## src/rtl/seg_scan_driver_if.sv

```systemverilog
// Load/ack and display-line bundle for seg_scan_driver.
interface seg_scan_driver_if;
  logic [15:0] Disp_Data;
  logic [3:0]  Disp_Dot;
  logic        Disp_Load;
  logic        Disp_Ack;
  logic [7:0]  Seg_Out;
  logic [3:0]  Dig_Out;

  modport master (output Disp_Data, Disp_Dot, Disp_Load,
                  input  Disp_Ack, Seg_Out, Dig_Out);
  modport slave  (input  Disp_Data, Disp_Dot, Disp_Load,
                  output Disp_Ack, Seg_Out, Dig_Out);
endinterface

```

## src/rtl/seg_scan_driver.sv

```systemverilog
// 4-digit multiplexed 7-seg scanner with frame-synchronous double-buffered load.
// Optional leading-zero suppression via SEG_LEADING_ZERO_BLANK_EN.
module seg_scan_driver #(
  parameter int DIV_CNT   = 25000,
  parameter int BLANK_CYC = 16
) (
  input  logic             Sys_CLK,
  input  logic             Sys_RST,
  seg_scan_driver_if.slave disp
);
  localparam int CW = (DIV_CNT > 2) ? $clog2(DIV_CNT) : 1;
  localparam logic [CW-1:0] LAST  = CW'(DIV_CNT - 1);
  localparam logic [CW-1:0] BLANK = CW'(BLANK_CYC);

  logic [CW-1:0] cnt, cnt_nxt;
  logic [1:0]    idx, idx_nxt;
  logic          tick, boundary;
  logic [15:0]   act_data, act_data_nxt, shd_data;
  logic [3:0]    act_dot, act_dot_nxt, shd_dot;
  logic          pending;
  logic [3:0]    nib;
  logic          blank, slot_blank;
  logic [7:0]    seg_nxt;
  logic [3:0]    dig_nxt;

  function automatic logic [6:0] hex_seg(input logic [3:0] n);
    case (n)
      4'h0: hex_seg = 7'h40;
      4'h1: hex_seg = 7'h79;
      4'h2: hex_seg = 7'h24;
      4'h3: hex_seg = 7'h30;
      4'h4: hex_seg = 7'h19;
      4'h5: hex_seg = 7'h12;
      4'h6: hex_seg = 7'h02;
      4'h7: hex_seg = 7'h78;
      4'h8: hex_seg = 7'h00;
      4'h9: hex_seg = 7'h10;
      4'hA: hex_seg = 7'h08;
      4'hB: hex_seg = 7'h03;
      4'hC: hex_seg = 7'h46;
      4'hD: hex_seg = 7'h21;
      4'hE: hex_seg = 7'h06;
      default: hex_seg = 7'h0E;
    endcase
  endfunction

  // Outputs are registered from next-state values so Seg_Out/Dig_Out
  // change on the same edge as the index they describe.
  always_comb begin
    tick         = (cnt == LAST);
    boundary     = tick && (idx == 2'd3);
    cnt_nxt      = tick ? '0 : cnt + 1'b1;
    idx_nxt      = tick ? idx + 2'd1 : idx;
    act_data_nxt = act_data;
    act_dot_nxt  = act_dot;
    if (boundary) begin
      if (disp.Disp_Load) begin
        act_data_nxt = disp.Disp_Data;
        act_dot_nxt  = disp.Disp_Dot;
      end else if (pending) begin
        act_data_nxt = shd_data;
        act_dot_nxt  = shd_dot;
      end
    end
    nib = act_data_nxt[{idx_nxt, 2'b00} +: 4];
  end

`ifdef SEG_LEADING_ZERO_BLANK_EN
  always_comb begin
    blank = 1'b0;
    case (idx_nxt)
      2'd3:    blank = (act_data_nxt[15:12] == 4'h0);
      2'd2:    blank = (act_data_nxt[15:8]  == 8'h00);
      2'd1:    blank = (act_data_nxt[15:4]  == 12'h000);
      default: blank = 1'b0;
    endcase
  end
`else
  assign blank = 1'b0;
`endif

  generate
    if (BLANK_CYC == 0) begin : g_noblank
      assign slot_blank = 1'b0;
    end else begin : g_blank
      assign slot_blank = (cnt_nxt < BLANK);
    end
  endgenerate

  assign seg_nxt = {~act_dot_nxt[idx_nxt], blank ? 7'h7F : hex_seg(nib)};
  assign dig_nxt = slot_blank ? 4'hF : ~(4'b0001 << idx_nxt);

  always_ff @(posedge Sys_CLK) begin
    if (Sys_RST) begin
      cnt           <= '0;
      idx           <= '0;
      act_data      <= '0;
      act_dot       <= '0;
      shd_data      <= '0;
      shd_dot       <= '0;
      pending       <= 1'b0;
      disp.Disp_Ack <= 1'b0;
      disp.Seg_Out  <= 8'hFF;
      disp.Dig_Out  <= 4'hF;
    end else begin
      cnt          <= cnt_nxt;
      idx          <= idx_nxt;
      act_data     <= act_data_nxt;
      act_dot      <= act_dot_nxt;
      disp.Seg_Out <= seg_nxt;
      disp.Dig_Out <= dig_nxt;
      if (disp.Disp_Load) begin
        shd_data <= disp.Disp_Data;
        shd_dot  <= disp.Disp_Dot;
      end
      // A load coinciding with the boundary is applied directly, never queued.
      if (boundary) begin
        disp.Disp_Ack <= pending | disp.Disp_Load;
        pending       <= 1'b0;
      end else begin
        disp.Disp_Ack <= 1'b0;
        if (disp.Disp_Load) pending <= 1'b1;
      end
    end
  end
endmodule

```

## src/flat_wrapper.sv

```systemverilog
// flat-port wrapper written by rule: the top's interface ports become plain ports
module seg_scan_driver_flat 
#(
  parameter int DIV_CNT   = 25000,
  parameter int BLANK_CYC = 16
)
  (Sys_CLK, Sys_RST, disp_Disp_Data, disp_Disp_Dot, disp_Disp_Load, disp_Disp_Ack, disp_Seg_Out, disp_Dig_Out);
  seg_scan_driver_if disp_i ();
  input  logic Sys_CLK;
  input  logic Sys_RST;
  input wire logic [$bits(disp_i.Disp_Data)-1:0] disp_Disp_Data;
  input wire logic [$bits(disp_i.Disp_Dot)-1:0] disp_Disp_Dot;
  input wire logic [$bits(disp_i.Disp_Load)-1:0] disp_Disp_Load;
  output wire logic [$bits(disp_i.Disp_Ack)-1:0] disp_Disp_Ack;
  output wire logic [$bits(disp_i.Seg_Out)-1:0] disp_Seg_Out;
  output wire logic [$bits(disp_i.Dig_Out)-1:0] disp_Dig_Out;
  assign disp_i.Disp_Data = disp_Disp_Data;
  assign disp_i.Disp_Dot = disp_Disp_Dot;
  assign disp_i.Disp_Load = disp_Disp_Load;
  assign disp_Disp_Ack = disp_i.Disp_Ack;
  assign disp_Seg_Out = disp_i.Seg_Out;
  assign disp_Dig_Out = disp_i.Dig_Out;
  seg_scan_driver #(.DIV_CNT(DIV_CNT), .BLANK_CYC(BLANK_CYC)) u_core (.Sys_CLK(Sys_CLK), .Sys_RST(Sys_RST), .disp(disp_i));
endmodule
```

## config.mk

```make
export PLATFORM = sky130hd
export DESIGN_NAME = seg_scan_driver_flat
export DESIGN_NICKNAME = d
export VERILOG_FILES = /design/src/rtl/seg_scan_driver_if.sv /design/src/rtl/seg_scan_driver.sv /design/src/flat_wrapper.sv
export SDC_FILE = /design/constraint.sdc
export NUM_CORES = 1
export LEC_CHECK = 0
export CORE_UTILIZATION = 40
export CTS_BUF_LIST = sky130_fd_sc_hd__clkbuf_8
export CTS_CLUSTER_DIAMETER = 150
export DETAILED_ROUTE_END_ITERATION = 6
export HOLD_SLACK_MARGIN = 0.05
export PLACE_DENSITY = 0.72
export SYNTH_ARGS = -nofsm -noshare
export SYNTH_HDL_FRONTEND = slang
export SYNTH_SLANG_ARGS = --single-unit
```

## constraint.sdc

```tcl
create_clock -name Sys_CLK -period 3.8 [get_ports Sys_CLK]
set_clock_uncertainty 0.1 [all_clocks]
set_input_delay 0.57 -clock Sys_CLK [delete_from_list [all_inputs] [get_ports Sys_CLK]]
set_output_delay 0.57 -clock Sys_CLK [all_outputs]
set_load 0.02 [all_outputs]
```

==> results of run 1 <==
==> Yosys cell counts (all sizes together) (3+ instances only) <==
cell    instances
a221o           3
a21oi          20
nand3b          4
nor3           11
mux2            7
nand2b          4
and3            6
o21ai          10
a31oi           4
ha              6
nand2          21
nand3           8
o22ai           7
nand4           5
xor2            5
mux2i          24
clkbuf          7
dfxtp          71
xnor2           9
nor2           57
or3             5
inv             7
and4            4
o221ai          4
and2           16
buf            10
==> where the power goes <==
part           total, mW  switching (mW)  internal (mW)  leakage [nW]
Clock              0.632           0.275          0.357         0.101
Combinational     0.0975          0.0461         0.0513         0.853
Sequential         0.773         0.00994          0.763         0.579
Total               1.50           0.331           1.17          1.53
==> cells in the final DEF (no fill, tap or decap), types with 6 or more instances in the layout <==
cell             Yosys  routed
o21ai_0              9       9
a21oi_1             20      20
and2_1              14      14
nand3_1              8       8
clkbuf_8             0      12
dfxtp_1             71      71
mux2_2               7       7
nor2_1              57      57
nor3_1              11      11
nand2_1             20      20
mux2i_1             24      24
o22ai_1              7       7
inv_1                7       7
ha_1                 6       6
clkdlybuf4s50_1      0      35
and3_1               6       6
xnor2_1              9       9
==> cell families after synthesis <==
kind of cell,Yosys count,share of synthesized area [%]
buffers and inverters,24,3.57
XOR/XNOR,14,3.72
AND/OR/NAND/NOR,147,23.8
adder cells (fa/ha/maj),6,2.28
AO/OA/AOI/OAI,64,13.8
flip-flops,71,43.1
multiplexers,31,9.68
==> worst max-delay path by stage <==
| stage | depth (start not counted) | from | to |
|---|---|---|---|
| after floorplan | 14 | u_core.cnt[0] | u_core.disp.Seg_Out[3] |
| after global placement | 12 | disp_Disp_Load | u_core.disp.Seg_Out[3] |
| after detailed placement | 11 | disp_Disp_Load | u_core.disp.Seg_Out[3] |
| after CTS | 12 | u_core.idx[0] | u_core.disp.Seg_Out[3] |
| after global routing | 12 | u_core.idx[0] | u_core.disp.Seg_Out[3] |
| final | 12 | u_core.idx[0] | u_core.disp.Seg_Out[3] |
==> critical path: stages (launching register included) <==
cell and delay [ns]:
dfxtp_1 0.51, ha_1 0.32, and3_1 0.20, and4_1 0.27, nand2_2 0.24, mux2i_1 0.28
o22ai_1 0.10, nor2_1 0.32, inv_1 0.13, ha_1 0.27, a21boi_1 0.17, a2111oi_4 0.32
a31oi_1 0.07
==> final cells by class <==
class | count | area [um^2] | area share (%)
Timing Repair Buffer | 40 | 388 | 9.85
Tap cell | 102 | 128 | 3.24
Inverter | 7 | 26.3 | 0.667
Sequential cell | 71 | 1420 | 36.1
Multi-Input combinational cell | 262 | 1760 | 44.6
Clock inverter | 4 | 52.6 | 1.33
Clock buffer | 12 | 165 | 4.19
==> through the flow <==
| stage | instances | setup WS, ns | power [mW] | hold WS (ns) |
|---|---|---|---|---|
| finish | 498 | 0.352 | 1.50 | 0.357 |
| global route | 498 | 0.0242 | 1.56 | 0.402 |
| CTS | 498 | 0.397 | 1.52 | 0.362 |
| detailed placement | 482 | 0.283 | 0.887 | 0.344 |
| global placement | 482 | 0.365 | 0.885 | 0.344 |
| floorplan | 357 | 0.759 | 0.842 | 0.326 |
==> flip-flops by register name (all words and copies together), names as in the netlist <==
| signal | flops |
|---|---|
| u_core.act_data | 16 |
| u_core.shd_data | 16 |
| u_core.cnt | 15 |
| u_core.disp.Seg_Out | 8 |
| u_core.act_dot | 4 |
| u_core.disp.Dig_Out | 4 |
| u_core.shd_dot | 4 |
| u_core.idx | 2 |
| u_core.disp.Disp_Ack | 1 |
| u_core.pending | 1 |
==> per-layer routing <==
metal	wire (um)	GRT usage [%]	part of all wire, %	vias to the layer above
li1	-	-	-	1336
met1	3360	21.8	48	1255
met2	3280	27.8	47	55
met3	256	3.86	3.6	11
met4	136	6.92	1.9	0
met5	0	0	0	-
==> impl_metrics.py, run 1 <==
metrics = {
    "status": {
        "status": "complete, no violations",
    },
    "critical_path": {
        "cp-start-kind": "register",
        "arrival_ns": 3.54,
        "reg2regPathDepth": 12,
        "worstPathRequired_ns": 3.90,
        "cp-end-kind": "register",
        "cp_max_fo": 14,
        "timing.rr.start": "u_core.idx[0]",
        "worstSetupPathType": "reg2reg",
        "r2r_end": "u_core.disp.Seg_Out[3]",
        "reg2reg_slack_ns": 0.35,
    },
    "clock_tree": {
        "h-tree-depth": 3,
        "root_buffer": "clkbuf_8",
        "postCtsSetupBuffers": 0,
        "holdBufCountCts": 0,
        "clock_path_buffers": 2,
        "cts_made_buffers": 9,
        "clk_latency_ns": 0.34,
        "post_cts_resize_count": 0,
        "cts_tree": "done",
        "clkTransAtPathRegs_ns": 0.07,
        "cts_sinks": 71,
    },
    "detailed_routing": {
        "via_per_inst": 5.34,
        "first_pass_iters": 4,
        "drtIter0Drc": 127,
        "wl_mm": 7.04,
        "ant_nets": 0,
        "via_count": 2657,
        "drc_errors": 0,
        "wl_per_cell_um": 14.1,
    },
    "hold_path": {
        "min_path_type": "reg2reg",
        "hold_path_startpoint": "u_core.cnt[0]",
        "holdPathStages": 1,
        "whs_endpoint": "u_core.cnt[0]",
    },
    "logic_synthesis": {
        "synth_nets": 386,
        "synth_top_cell_area_share_pct": 43.1,
        "ys_warn_count": 0,
        "synth_edf_count": 0,
        "syn_area_um2": 3300,
        "synth-seq-cells": 71,
        "synth-seq-area-share_pct": 43.1,
        "synthArstFlopShare_pct": 0,
        "avgSynthCellArea_um2": 9.23,
        "postSynthCellCount": 357,
        "synth_area_leaders": "dfxtp_1, mux2i_1, nor2_1",
        "synth_ff_type": "dfxtp_1",
        "synth_top_cell_by_area": "dfxtp_1",
        "synth_cell_types": 52,
    },
    "timing": {
        "final-max-slew-violation-count": 0,
        "finalCritPeriodShare_pct": 90.7,
        "fin_crit_ns": 3.45,
        "worst_slew_pin_slew_ns": 0.697,
        "worst_slew_margin_rel_pct": 53.2,
        "hold_viol_final": 0,
        "finalSetupViolCount": 0,
        "rsz0062_at_grt": "no",
        "fin_tns_setup_ns": 0,
        "fmax_mhz": 290,
    },
    "finish": {
        "drive_gt1_share_pct": 10.4,
        "syn_to_final_growth_pct": 19.5,
        "layout.nets": 420,
        "final_cell_area_um2": 3940,
        "n_antenna_cell": 0,
        "fillers": 739,
        "final_core_util_pct": 50.2,
    },
    "floorplan": {
        "core-area_um2": 7850,
        "die_w_um": 92.8,
        "rows": 32,
        "initial_core_util_pct": 42.0,
        "io_pins": 36,
        "dieArea_um2": 8610,
        "die_height_um": 92.8,
    },
    "pwr": {
        "peakVddDrop_mv": 0.166,
        "leakagePower_nw": 1.53,
        "power_density_nw_per_um2": 382,
    },
    "global_route": {
        "antenna_found_initial": 0,
        "grt_usage_pct": 17.1,
        "grt_first_pass_wirelength_mm": 11.7,
        "grt_max_degree": 38,
        "grt_overflow": 0,
        "grt_pass1_vias": 2503,
    },
    "placement": {
        "io_buffers": 35,
        "place.gp.congestion": 0.859,
        "dpl.hpwl_mm": 4.95,
        "dpl_cell_area_um2": 3720,
    },
    "job": {
        "max-cap-violations": 0,
    },
}
Note: power is estimated with default switching activity, not from simulation.
==> run 2: changes to the inputs <==
--- a/config.mk
+++ b/config.mk
@@ -5,12 +5,12 @@
 export SDC_FILE = /design/constraint.sdc
 export NUM_CORES = 1
 export LEC_CHECK = 0
-export CORE_UTILIZATION = 40
+export CORE_UTILIZATION = 58
 export CTS_BUF_LIST = sky130_fd_sc_hd__clkbuf_8
 export CTS_CLUSTER_DIAMETER = 150
 export DETAILED_ROUTE_END_ITERATION = 6
 export HOLD_SLACK_MARGIN = 0.05
-export PLACE_DENSITY = 0.72
+export PLACE_DENSITY = 0.94
 export SYNTH_ARGS = -nofsm -noshare
 export SYNTH_HDL_FRONTEND = slang
 export SYNTH_SLANG_ARGS = --single-unit
==> run 2 against run 1 <==
  * Critical path depth is the same
  * Cell count fell by 6.0%
  * Maximum frequency fell by 4.6%
  * Power is 1.1% higher
  * Sequential share of layout area rose by 0.32 points
  * Utilization is 21 points higher
  * Setup slack worse by 0.17 ns
  * Sequential power is essentially flat
  * Via count is 4.7% higher
  * Global-route usage is 8.8 points higher
  * Largest cell class unchanged
  * Largest power group unchanged
==> impl_metrics.py, run 2 (synthesis results as in run 1) <==
metrics = {
    "status": {
        "status": "complete, no violations",
    },
    "clock_tree": {
        "cts_sinks": 71,
        "clkTransAtPathRegs_ns": 0.07,
        "cts_tree": "done",
        "h-tree-depth": 3,
        "postCtsSetupBuffers": 0,
        "clk_latency_ns": 0.34,
        "clock_path_buffers": 2,
        "root_buffer": "clkbuf_8",
        "cts_made_buffers": 9,
    },
    "critical_path": {
        "crit_top_cell": "ha_1",
        "path_delay_family": "simple AND/OR/NAND/NOR gates",
        "slowest_stage": "dfxtp_1",
        "worstSetupPathType": "reg2reg",
        "reg2reg_slack_ns": 0.19,
        "path_cells": "ha_1, and3_1, and4_2, nand2_2, mux2i_1, o22ai_1, nor2_1, inv_1, ha_1, a21boi_1, a2111oi_4, a31oi_1",
        "path_buf_inv": 1,
        "r2r_end": "u_core.disp.Seg_Out[3]",
        "arrival_ns": 3.72,
        "critPathMaxStageDelay_ns": 0.50,
        "cp_max_fo": 14,
        "cp-start-kind": "register",
        "reg2regPathDepth": 12,
        "cp-end-kind": "register",
        "timing.rr.start": "u_core.idx[0]",
        "worstPathRequired_ns": 3.91,
    },
    "hold_path": {
        "hold_path_startpoint": "u_core.shd_data[14]",
        "min_path_type": "reg2reg",
        "holdPathStages": 2,
        "whs_endpoint": "u_core.shd_data[14]",
    },
    "detailed_routing": {
        "via_count": 2783,
        "via_per_inst": 5.95,
        "ant_nets": 0,
        "wl_per_cell_um": 15.4,
        "first_pass_iters": 6,
        "drtIter0Drc": 210,
        "drc_errors": 0,
        "wl_mm": 7.21,
    },
    "floorplan": {
        "die_height_um": 77.4,
        "dieArea_um2": 5990,
        "io_pins": 36,
        "core-area_um2": 5510,
        "initial_core_util_pct": 59.9,
        "rows": 27,
        "die_w_um": 77.4,
    },
    "timing": {
        "fin_ws_ns": 0.185,
        "fin_tns_setup_ns": 0,
        "rsz0062_at_grt": "no",
        "fmax_mhz": 277,
        "final-max-slew-violation-count": 0,
        "fin_crit_ns": 3.61,
        "worst_slew_margin_rel_pct": 45.6,
        "finalCritPeriodShare_pct": 95.1,
        "worst_slew_pin_slew_ns": 0.810,
        "hold_viol_final": 0,
        "finalSetupViolCount": 0,
    },
    "pwr": {
        "power_density_nw_per_um2": 389,
        "leakagePower_nw": 1.55,
        "peakVddDrop_mv": 0.258,
    },
    "global_route": {
        "grt_pass1_vias": 2658,
        "grt_first_pass_wirelength_mm": 12.0,
        "grt_usage_pct": 25.9,
        "antenna_found_initial": 0,
        "grt_max_degree": 25,
        "grt_overflow": 0,
    },
    "finish": {
        "n_antenna_cell": 0,
        "largestRegisters": "u_core.act_data x16, u_core.shd_data x16, u_core.cnt x15",
        "syn_to_final_growth_pct": 18.4,
        "layout.nets": 421,
        "layout_common_cells": "dfxtp_1, nor2_1, clkdlybuf4s50_1",
        "drive_gt1_share_pct": 10.4,
        "layout_commonest_cell": "dfxtp_1",
        "fillers": 379,
    },
    "placement": {
        "pre_cts_slack_ns": 0.212,
        "place.gp.congestion": 0.896,
        "io_buffers": 35,
        "dpl.hpwl_mm": 4.92,
    },
    "job": {
        "max-cap-violations": 0,
    },
}
## run 2: cell type report
cell class | instances | area, um^2 | share of cell area (%)
clock buffer | 10 | 138 | 3.53
clock inverter | 5 | 73.8 | 1.89
inverter | 7 | 26.3 | 0.673
multi-input combinational | 262 | 1760 | 45.0
sequential | 71 | 1420 | 36.4
tap | 72 | 90.1 | 2.31
timing repair buffer | 41 | 395 | 10.1
## run 2: worst max-delay path by stage
stage                        from  cells past startpoint                     end
CTS                 u_core.idx[0]                     12  u_core.disp.Seg_Out[3]
detailed placement  u_core.idx[0]                     12  u_core.disp.Seg_Out[3]
global route        u_core.idx[0]                     12  u_core.disp.Seg_Out[3]
global placement    u_core.idx[0]                     12  u_core.disp.Seg_Out[3]
floorplan           u_core.cnt[0]                     14  u_core.disp.Seg_Out[3]
finish              u_core.idx[0]                     12  u_core.disp.Seg_Out[3]
## run 2: what timing repair did
item                       CTS  global route
resized for setup            0             1
setup endpoints to repair    0             4
hold buffers                 0             0
## run 2: report_power, final
group	internal (mW)	switching, mW	leakage, nW
Sequential	0.763	0.00971	0.579
Combinational	0.0530	0.0473	0.857
Clock	0.379	0.267	0.113
Total	1.20	0.324	1.55
## run 2: layer usage
metal	global-route usage (%)	vias up	routed length (um)
li1	-	1338	-
met1	29.9	1319	3130
met4	13.8	0	211
met5	0	-	0
met2	43.6	105	3420
met3	6.82	21	441
## run 2: through the flow
| step | total power [mW] | hold slack [ns] | util, % | area (um^2) | std cells |
|---|---|---|---|---|---|
| floorplan | 0.842 | 0.326 | - | 3300 | 357 |
| global placement | 0.885 | 0.343 | 67.0 | 3690 | 453 |
| detailed placement | 0.889 | 0.371 | 67.0 | 3690 | 453 |
| CTS | 1.53 | 0.382 | 70.8 | 3900 | 468 |
| global route | 1.58 | 0.414 | 70.9 | 3900 | 468 |
| finish | 1.52 | 0.388 | 70.9 | 3900 | 468 |
## run 2: tightest hold or removal path: stages, from the launching register on
cell and delay [ns]:
dfxtp_1 0.32, nand2b_1 0.07, a21oi_1 0.06
==> run 3: changes to the inputs <==
--- a/config.mk
+++ b/config.mk
@@ -11,6 +11,7 @@
 export DETAILED_ROUTE_END_ITERATION = 6
 export HOLD_SLACK_MARGIN = 0.05
 export PLACE_DENSITY = 0.94
+export SETUP_SLACK_MARGIN = 0.15
 export SYNTH_ARGS = -nofsm -noshare
 export SYNTH_HDL_FRONTEND = slang
 export SYNTH_SLANG_ARGS = --single-unit
==> run 3 against run 2 <==
  * Combinational power hardly changed
  * Via count is 0.18% lower
  * Utilization rose by 0.14 points
  * Setup slack better by 0.18 ns
  * Highest routed layer unchanged
==> impl_metrics.py, run 3 (synthesis results as in run 1) <==
metrics = {
    "finish": {
        "layout_common_cells": "dfxtp_1, nor2_1, clkdlybuf4s50_1",
        "largestRegisters": "u_core.act_data x16, u_core.shd_data x16, u_core.cnt x15",
        "fillers": 378,
        "syn_to_final_growth_pct": 18.6,
        "final_core_util_pct": 71.0,
        "layout.nets": 421,
        "layout_commonest_cell": "dfxtp_1",
        "regArea_um2": 1420,
        "multi_input_area_um2": 1770,
        "n_antenna_cell": 0,
        "drive_gt1_share_pct": 10.6,
    },
    "critical_path": {
        "arrival_ns": 3.54,
        "cp-end-kind": "register",
        "crit_top_cell": "ha_1",
        "cp_max_fo": 14,
        "r2r_end": "u_core.disp.Seg_Out[3]",
        "crit_start": "u_core.idx[0]",
        "cp-start-kind": "register",
        "timing.rr.start": "u_core.idx[0]",
        "critPathMaxStageDelay_ns": 0.50,
        "reg2reg_slack_ns": 0.37,
        "worstPathRequired_ns": 3.91,
        "path_cells": "ha_1, and3_1, and4_2, nand2_4, mux2i_1, o22ai_1, nor2_2, inv_1, ha_1, a21boi_1, a2111oi_4, a31oi_1",
        "slowest_stage": "dfxtp_1",
        "worstSetupPathType": "reg2reg",
        "reg2regPathDepth": 12,
    },
    "floorplan": {
        "initial_core_util_pct": 59.9,
        "core-area_um2": 5510,
        "dieArea_um2": 5990,
        "io_pins": 36,
        "die_height_um": 77.4,
        "rows": 27,
        "die_w_um": 77.4,
    },
    "clock_tree": {
        "clock_path_buffers": 2,
        "root_buffer": "clkbuf_8",
        "holdBufCountCts": 0,
        "postCtsSetupBuffers": 0,
        "h-tree-depth": 3,
        "cts_made_buffers": 9,
        "cts_tree": "done",
        "cts_sinks": 71,
        "clkTransAtPathRegs_ns": 0.07,
        "clk_latency_ns": 0.35,
    },
    "pwr": {
        "power_density_nw_per_um2": 389,
        "peakVddDrop_mv": 0.258,
        "leakagePower_nw": 1.56,
    },
    "timing": {
        "rsz0062_at_grt": "no",
        "finalCritPeriodShare_pct": 90.4,
        "fmax_mhz": 291,
        "worst_slew_pin_slew_ns": 0.793,
        "worst_slew_margin_rel_pct": 46.7,
        "finalSetupViolCount": 0,
        "fin_tns_setup_ns": 0,
        "final-max-slew-violation-count": 0,
        "whs_ns": 0.384,
        "hold_viol_final": 0,
        "fin_crit_ns": 3.43,
    },
    "global_route": {
        "grt_pass1_vias": 2658,
        "grt_usage_pct": 25.9,
        "antenna_found_initial": 0,
        "grt_first_pass_wirelength_mm": 12.0,
        "grt_overflow": 0,
        "grt_max_degree": 25,
    },
    "detailed_routing": {
        "wl_mm": 7.28,
        "via_count": 2778,
        "drtIter0Drc": 154,
        "drc_errors": 0,
        "via_per_inst": 5.94,
        "ant_nets": 0,
        "wl_per_cell_um": 15.6,
        "first_pass_iters": 5,
    },
    "hold_path": {
        "holdPathStages": 2,
        "whs_endpoint": "u_core.shd_data[14]",
        "hold_path_startpoint": "u_core.shd_data[14]",
        "min_path_type": "reg2reg",
    },
    "placement": {
        "place.gp.congestion": 0.896,
        "io_buffers": 35,
        "dpl.hpwl_mm": 4.92,
    },
    "status": {
        "status": "complete, no violations",
    },
    "job": {
        "max-cap-violations": 0,
    },
}
## run 3: cell counts in the layout (fill, tap and decap cells not counted)
No cell type changed its count.
## run 3: repair_timing
item                                    in CTS  in global routing
gates resized for setup                      1                  2
hold endpoints to repair                     0                  0
endpoints found under the setup margin       1                  4
gates cloned                                 0                  0
## run 3: critical path: cells and delay by family, from the launching register on
family	cells	cell delay, ns
AND/OR/NAND/NOR	4	1.01
adder cells (fa/ha/maj)	2	0.56
flip-flops	1	0.50
buffers and inverters	1	0.09
multiplexers	1	0.29
AO/OA/AOI/OAI	4	0.75
## run 3: metrics by stage
step | total power [mW] | setup WS (ns) | instances | area, um^2
2_1_floorplan | 0.842 | 0.759 | 357 | 3300
5_1_grt | 1.58 | 0.174 | 468 | 3910
4_1_cts | 1.53 | 0.247 | 468 | 3900
3_3_place_gp | 0.885 | 0.346 | 453 | 3690
3_5_place_dp | 0.889 | 0.212 | 453 | 3690
6_report | 1.52 | 0.366 | 468 | 3910
## run 3: per-layer routing
layer | track usage, % | part of all wire (%)
met5 | 0 | 0
met4 | 13.8 | 2.6
met3 | 6.82 | 5.7
met2 | 43.6 | 49
met1 | 29.9 | 43
## run 3: cell type report
cell class	instances	area share [%]
Tap cell	72	2.30
Clock buffer	10	3.52
Multi-Input combinational cell	262	45.2
Inverter	7	0.672
Sequential cell	71	36.4
Clock inverter	5	1.89
Timing Repair Buffer	41	10.1
## run 3: how the worst max path moves through the flow
stage / endpoint / slack, ns / cells past startpoint
2_1_floorplan: u_core.disp.Seg_Out[3] / 0.76 / 14
3_3_place_gp: u_core.disp.Seg_Out[3] / 0.35 / 12
3_5_place_dp: u_core.disp.Seg_Out[3] / 0.21 / 12
4_1_cts: u_core.disp.Seg_Out[3] / 0.25 / 12
5_1_grt: u_core.disp.Seg_Out[3] / 0.17 / 12
6_report: u_core.disp.Seg_Out[3] / 0.37 / 12
## run 3: power breakdown
group	switching, mW	internal (mW)
sequential	0.00983	0.763
clock	0.270	0.379
combinational	0.0476	0.0530
total	0.327	1.20
==> edit 1: new RTL, config.mk and constraints of run 3 <==
`DIV_CNT` is set to 25000 in 2 places; all go to 12500.
--- a/src/rtl/seg_scan_driver.sv
+++ b/src/rtl/seg_scan_driver.sv
@@ -1,7 +1,7 @@
 // 4-digit multiplexed 7-seg scanner with frame-synchronous double-buffered load.
 // Optional leading-zero suppression via SEG_LEADING_ZERO_BLANK_EN.
 module seg_scan_driver #(
-  parameter int DIV_CNT   = 25000,
+  parameter int DIV_CNT   = 12500,
   parameter int BLANK_CYC = 16
 ) (
   input  logic             Sys_CLK,
--- a/src/flat_wrapper.sv
+++ b/src/flat_wrapper.sv
@@ -1,7 +1,7 @@
 // flat-port wrapper written by rule: the top's interface ports become plain ports
 module seg_scan_driver_flat 
 #(
-  parameter int DIV_CNT   = 25000,
+  parameter int DIV_CNT   = 12500,
   parameter int BLANK_CYC = 16
 )
   (Sys_CLK, Sys_RST, disp_Disp_Data, disp_Disp_Dot, disp_Disp_Load, disp_Disp_Ack, disp_Seg_Out, disp_Dig_Out);
Function: same outputs for any inputs over 10 cycles, from zero or initial values and one cycle with Sys_RST high; that may be too few to reach the edited logic, so the function may still have changed.
==> edit 1 against run 3 <==
Die area up 4.3%; worst hold slack better by 6.4 ps; count of clock-buffer cells in the layout up 3; wire length grew 7.3%; area after synthesis increased by 4.4%; utilization rose by 0.30 points; sequential cell count decreased by 1; global-route usage is 1.6 points higher; total power shrank 0.41%; final area grew 2.3%; first-iteration DRC count increased by 87%; sequential share of layout area fell by 1.3 points; setup slack worse by 58 ps; highest routed layer unchanged.
==> edit 1: results (changes against run 3) <==
Logic synthesis
The total number of yosys warnings is 0 (unchanged). The number of distinct library cells after synthesis is 54 (+3.8%). The XOR/XNOR share of the synthesized area was 3.31% (-0.41 points). The register area share after synthesis is 40.7% (-2.4 points).

The post-synth net total came to 410 (+6.2%). The arithmetic-cell share of the synthesized area counting full adders, half adders and majority gates is 2.18% (-0.096 points). By count the netlist is led by dfxtp_1 (70), nor2_1 (49), mux2i_1 (19), nand2_1 (19), a211oi_1 (17).

The share of synthesized area spent on multiplexers was 10.4% (+0.76 points). Ranked by total cell area, the synthesized netlist is headed by dfxtp_1 (41%), mux2i_1 (5.5%), nor2_1 (5.3%). The async set-reset flop share out of synthesis is 0% (unchanged). The area fraction in compound gates after synthesis was 15.0% (+1.2 points).

Global routing
The wire length of the first global-routing pass was 13200 um (+9.5%). The met3 usage in global routing is 6.44% (-0.39 points). The global-route met2 utilization is 43.4% (-0.27 points).

The global-route usage over all layers was 27.4% (+1.6 points). The largest net degree at the start of global routing was 54 (+120%). The via count of the first global-routing pass is 2787 (+4.9%).

The initial antenna violation count is 0 (unchanged). The met1 usage in global routing was 34.8% (+5.0 points).

Power and ir drop
The portion of total power attributed to combinational logic is 7.0% (+0.4 points). The proportion of total power due to net switching is 22.4% (+0.87 points). The maximum ir drop on the vdd rail is 0.232 mV (-10%). The clock network power is 647 uW (about the same). The leakage power total came to 0.00155 uW (-0.33%).

Final layout
The ratio of cells with drive above 1 in the final layout came to 11.5% (+0.91 points). In the final layout, the registers with the most flip-flops are u_core.act_data x16, u_core.shd_data x16, u_core.cnt x14. The final net count is 432 (+2.6%).

Clock tree
The buffer levels on the longest clock path is 2 (unchanged). The post-cts sizing count is 0 (-1). The clock transition at the registers of the reported paths was 70 ps (about the same).

The buffer type at the clock tree root is clkbuf_8. The clock buffer count from CTS is 9 (unchanged).

Critical path
The depth of the worst register-to-register path is 9 (-3). The required time at the endpoint of the critical path was 3920 ps (about the same). The largest driver fanout on the critical path is 29 (+15). The critical register-to-register path startpoint is u_core.cnt[6].

On the critical path, the stage with the largest delay is an instance of dfxtp_1. The register-to-register path setup slack is 310 ps (-60 ps). The capturing instance or port of the critical path is u_core.disp.Seg_Out[0].

Min path
The worst hold path begins at u_core.shd_data[15].

Drt
The via count normalized by instance count is 6.14 (+3.5%). The iteration-0 DRC count of the detailed router is 288 (+87%). The post-detailed-route wirelength per cell is 16.3 um (+4.6%). The number of detailed-routing iterations run before antenna repair is 5 (unchanged).

Placement
The placed wire-length estimate came to 5340 um (+8.7%). The routability congestion estimate from global placement came to 0.890 (-0.66%).

STA
The number of max-slew violations in the final report is 0 (unchanged). The relative slew slack was 63.8% (+17 points).

Run status
The flow ran to the end, and the final reports show no timing, DRC or antenna violations.
-- edit 1: logic make-up (layout without fill, tap and decap cells) --
family | count (synthesis) | count (layout)
and+or+nand+nor | 137 | 137
adders and majority gates | 6 | 6
xor gates and xnor gates | 13 | 13
AOI/OAI and AO/OA | 76 | 76
buffers and inverters | 45 | 72
muxes | 34 | 34
DFF | 70 | 70
-- edit 1: how the worst min path moves through the flow --
stage                                      to  slack, ps  cells after the start
after floorplan                 u_core.cnt[0]        350                      1
after CTS                 u_core.shd_data[15]        380                      2
final                     u_core.shd_data[15]        390                      2
after detailed placement  u_core.shd_data[15]        370                      2
after global placement          u_core.cnt[0]        370                      1
after global routing      u_core.shd_data[15]        410                      2
-- edit 1: metal layers --
metal / share of wire, % / up-vias
li1: - / 1411
met1: 45 / 1374
met4: 3.4 / 0
met3: 5.9 / 26
met2: 46 / 137
met5: 0 / -
-- edit 1: stage by stage --
step	instance area (um^2)	worst slack (ps)	power, uW	cells
3_5_place_dp	3780	380	884	464
5_1_grt	4000	226	1560	480
3_3_place_gp	3780	509	881	464
4_1_cts	4000	483	1520	480
6_report	4000	308	1520	480
2_1_floorplan	3440	939	839	381
-- edit 1: worst register-to-register path, delay by kind of cell, from the launching register on --
| kind | cells | cell delay [ps] |
|---|---|---|
| AND/OR/NAND/NOR | 5 | 2090 |
| flip-flops | 1 | 510 |
| AO/OA/AOI/OAI | 2 | 270 |
| adder cells (fa/ha/maj) | 1 | 270 |
| buffers and inverters | 1 | 130 |
-- edit 1: layout make-up --
cell class | count | area (um^2)
timing repair buffer | 41 | 390
fill | 423 | 1610
sequential | 70 | 1400
multi-input combinational | 266 | 1840
tap | 72 | 90.1
inverter | 15 | 56.3
clock buffer | 13 | 179
clock inverter | 3 | 40.0
==> edit 2: new RTL, config.mk and constraints of run 3 <==
Without the edit above. Make the reset (`Sys_RST`) asynchronous in one clocked block.
--- a/src/rtl/seg_scan_driver.sv
+++ b/src/rtl/seg_scan_driver.sv
@@ -90,7 +90,7 @@
   assign seg_nxt = {~act_dot_nxt[idx_nxt], blank ? 7'h7F : hex_seg(nib)};
   assign dig_nxt = slot_blank ? 4'hF : ~(4'b0001 << idx_nxt);
 
-  always_ff @(posedge Sys_CLK) begin
+  always_ff @(posedge Sys_CLK or posedge Sys_RST) begin
     if (Sys_RST) begin
       cnt           <= '0;
       idx           <= '0;
Formal check against the unedited RTL: differs if Sys_RST is asserted again (counterexample within 4 cycles, from zero or initial values and one cycle with Sys_RST high); with Sys_RST held inactive, the same outputs for 10 cycles.
==> edit 2 against run 3 <==
Sequential cell count unchanged; critical path type unchanged; utilization up 2.0 points; area after synthesis up 4.5%; critical path depth down 2; critical endpoint is now u_core.disp.Seg_Out[3]; final area up 4.6%; count of clock-buffer cells in the layout up 1; total power down 2.0%; clock power down 3.4%; wire length up 5.6%; setup slack better by 200 ps; combinational power down 23%.
==> edit 2: results (changes against run 3) <==
Clock tree
The buffer count from post-CTS setup fixing came to 0 (unchanged). The post-cts sizing count was 0 (-1). The clock transition at the registers of the reported paths was 70 ps (about the same).

Drt
The number of detailed-routing iterations run before antenna repair came to 5 (unchanged). The wire length after detailed routing is 7690 um (+5.6%). The post-detailed-route wirelength per cell is 17.8 um (+14%). The via count normalized by instance count is 6.11 (+2.9%). The iteration-0 DRC count of the detailed router is 239 (+55%).

Placement
The placed wire-length estimate was 5080 um (+3.4%). The total instance count after detailed placement was 417 (-7.9%). The routability congestion estimate from global placement is 0.819 (-8.6%). The number of buffers inserted by port buffering is 35 (unchanged). The post-placement setup slack is 478 ps (+266 ps). The placed cell area is 3880 um^2 (+5.2%).

Logic synthesis
The synthesized instance count is 315 (-12%). The post-synth net total was 344 (-11%). The register area share after synthesis was 52.0% (+8.9 points).

The share of synthesized area spent on multiplexers is 10.2% (+0.53 points). The area fraction in compound gates after synthesis is 11.7% (-2.1 points). The arithmetic-cell share of the synthesized area counting full adders, half adders and majority gates is 2.18% (-0.098 points). The number of distinct library cells after synthesis came to 51 (-1.9%).

Sorting the synthesized cells by how often they occur yields dfrtp_1 (59), nand2_1 (36), inv_1 (24). Yosys attributes the largest share of cell area to dfrtp_1 (43%), dfstp_2 (9.2%), mux2i_1 (4.9%). The XOR/XNOR share of the synthesized area is 4.54% (+0.82 points). The async set-reset flop share out of synthesis came to 100% (+100 points).

Critical path
The arrival time of data at the critical path endpoint came to 3420 ps (-120 ps). The slowest library cell on the worst path is mux4_2. The largest driver fanout on the critical path is 13 (-1). The register-to-register path setup slack is 570 ps (+200 ps).

Global routing
The global-route usage over all layers is 27.7% (+1.8 points). The initial antenna violation count is 0 (unchanged). The wire length of the first global-routing pass is 12700 um (+5.6%). The largest net degree at the start of global routing came to 72 (+190%). The via count of the first global-routing pass is 2688 (+1.1%).

Power and ir drop
The maximum ir drop on the vdd rail is 0.265 mV (+2.7%). The leakage power total is 0.00186 uW (+20%).

STA
The relative slew slack is 43.3% (-3.4 points). The worst hold slack after final layout is 354 ps (-29.8 ps). The post-route minimum period is 3230 ps (-201 ps).

Final layout
The number of fillers in the final layout is 391 (+3.4%). The antenna diode count was 0 (unchanged). The ratio of cells with drive above 1 in the final layout is 17.5% (+6.8 points).

The flip-flop and latch area is 1790 um^2 (+26%). The final net count is 385 (-8.6%).

Run status
The flow ran to the end, and the final reports show no timing, DRC or antenna violations.
[edit 2: logic make-up (layout without fill, tap and decap cells)]
group	after synthesis	in the layout
flops	71	71
fa+ha+maj	6	6
mux	30	30
xor+xnor	17	17
buf+inv	42	88
compound gates	55	55
simple gates	94	94
[edit 2: worst max-delay path: cells and delay by family, from the launching register on]
kind,cells,cell delay [ps]
adders and majority gates,1,250
and+or+nand+nor,3,890
DFF,1,470
muxes,4,1210
buffers and inverters,2,230
[edit 2: area by class of cell]
type	instances	area share (%)
Clock buffer	11	3.70
Clock inverter	5	1.41
Inverter	27	2.63
Multi-Input combinational cell	202	35.9
Sequential cell	71	43.8
Tap cell	72	2.20
Timing Repair Buffer	45	10.4
[edit 2: power breakdown]
part	internal (uW)	leakage [uW]	total (uW)	switching (uW)
clock network	337	0.000103	627	290
logic	35.4	0.000945	77.6	42.3
registers	776	0.000817	787	11.3
[edit 2: path summary, 6_finish.rpt]
check	from	endpoint	cells after the start
hold reg to reg	u_core.cnt[0]	u_core.cnt[0]	1
hold / removal	u_core.cnt[0]	u_core.cnt[0]	1
setup reg to reg	u_core.cnt[10]	u_core.disp.Seg_Out[3]	10
max in group asynchronous	Sys_RST	u_core.act_data[1]	3
setup / recovery	u_core.cnt[10]	u_core.disp.Seg_Out[3]	10
min in group asynchronous	Sys_RST	u_core.idx[0]	3
[edit 2: metal layers]
| metal | wire, um | GRT usage [%] | part of all wire (%) | vias up |
|---|---|---|---|---|
| met1 | 3160 | 33.9 | 41 | 1308 |
| met5 | 0 | 0 | 0 | - |
| met3 | 554 | 10.5 | 7.2 | 22 |
| li1 | - | - | - | 1195 |
| met2 | 3790 | 43.9 | 49 | 119 |
| met4 | 189 | 11.6 | 2.5 | 0 |
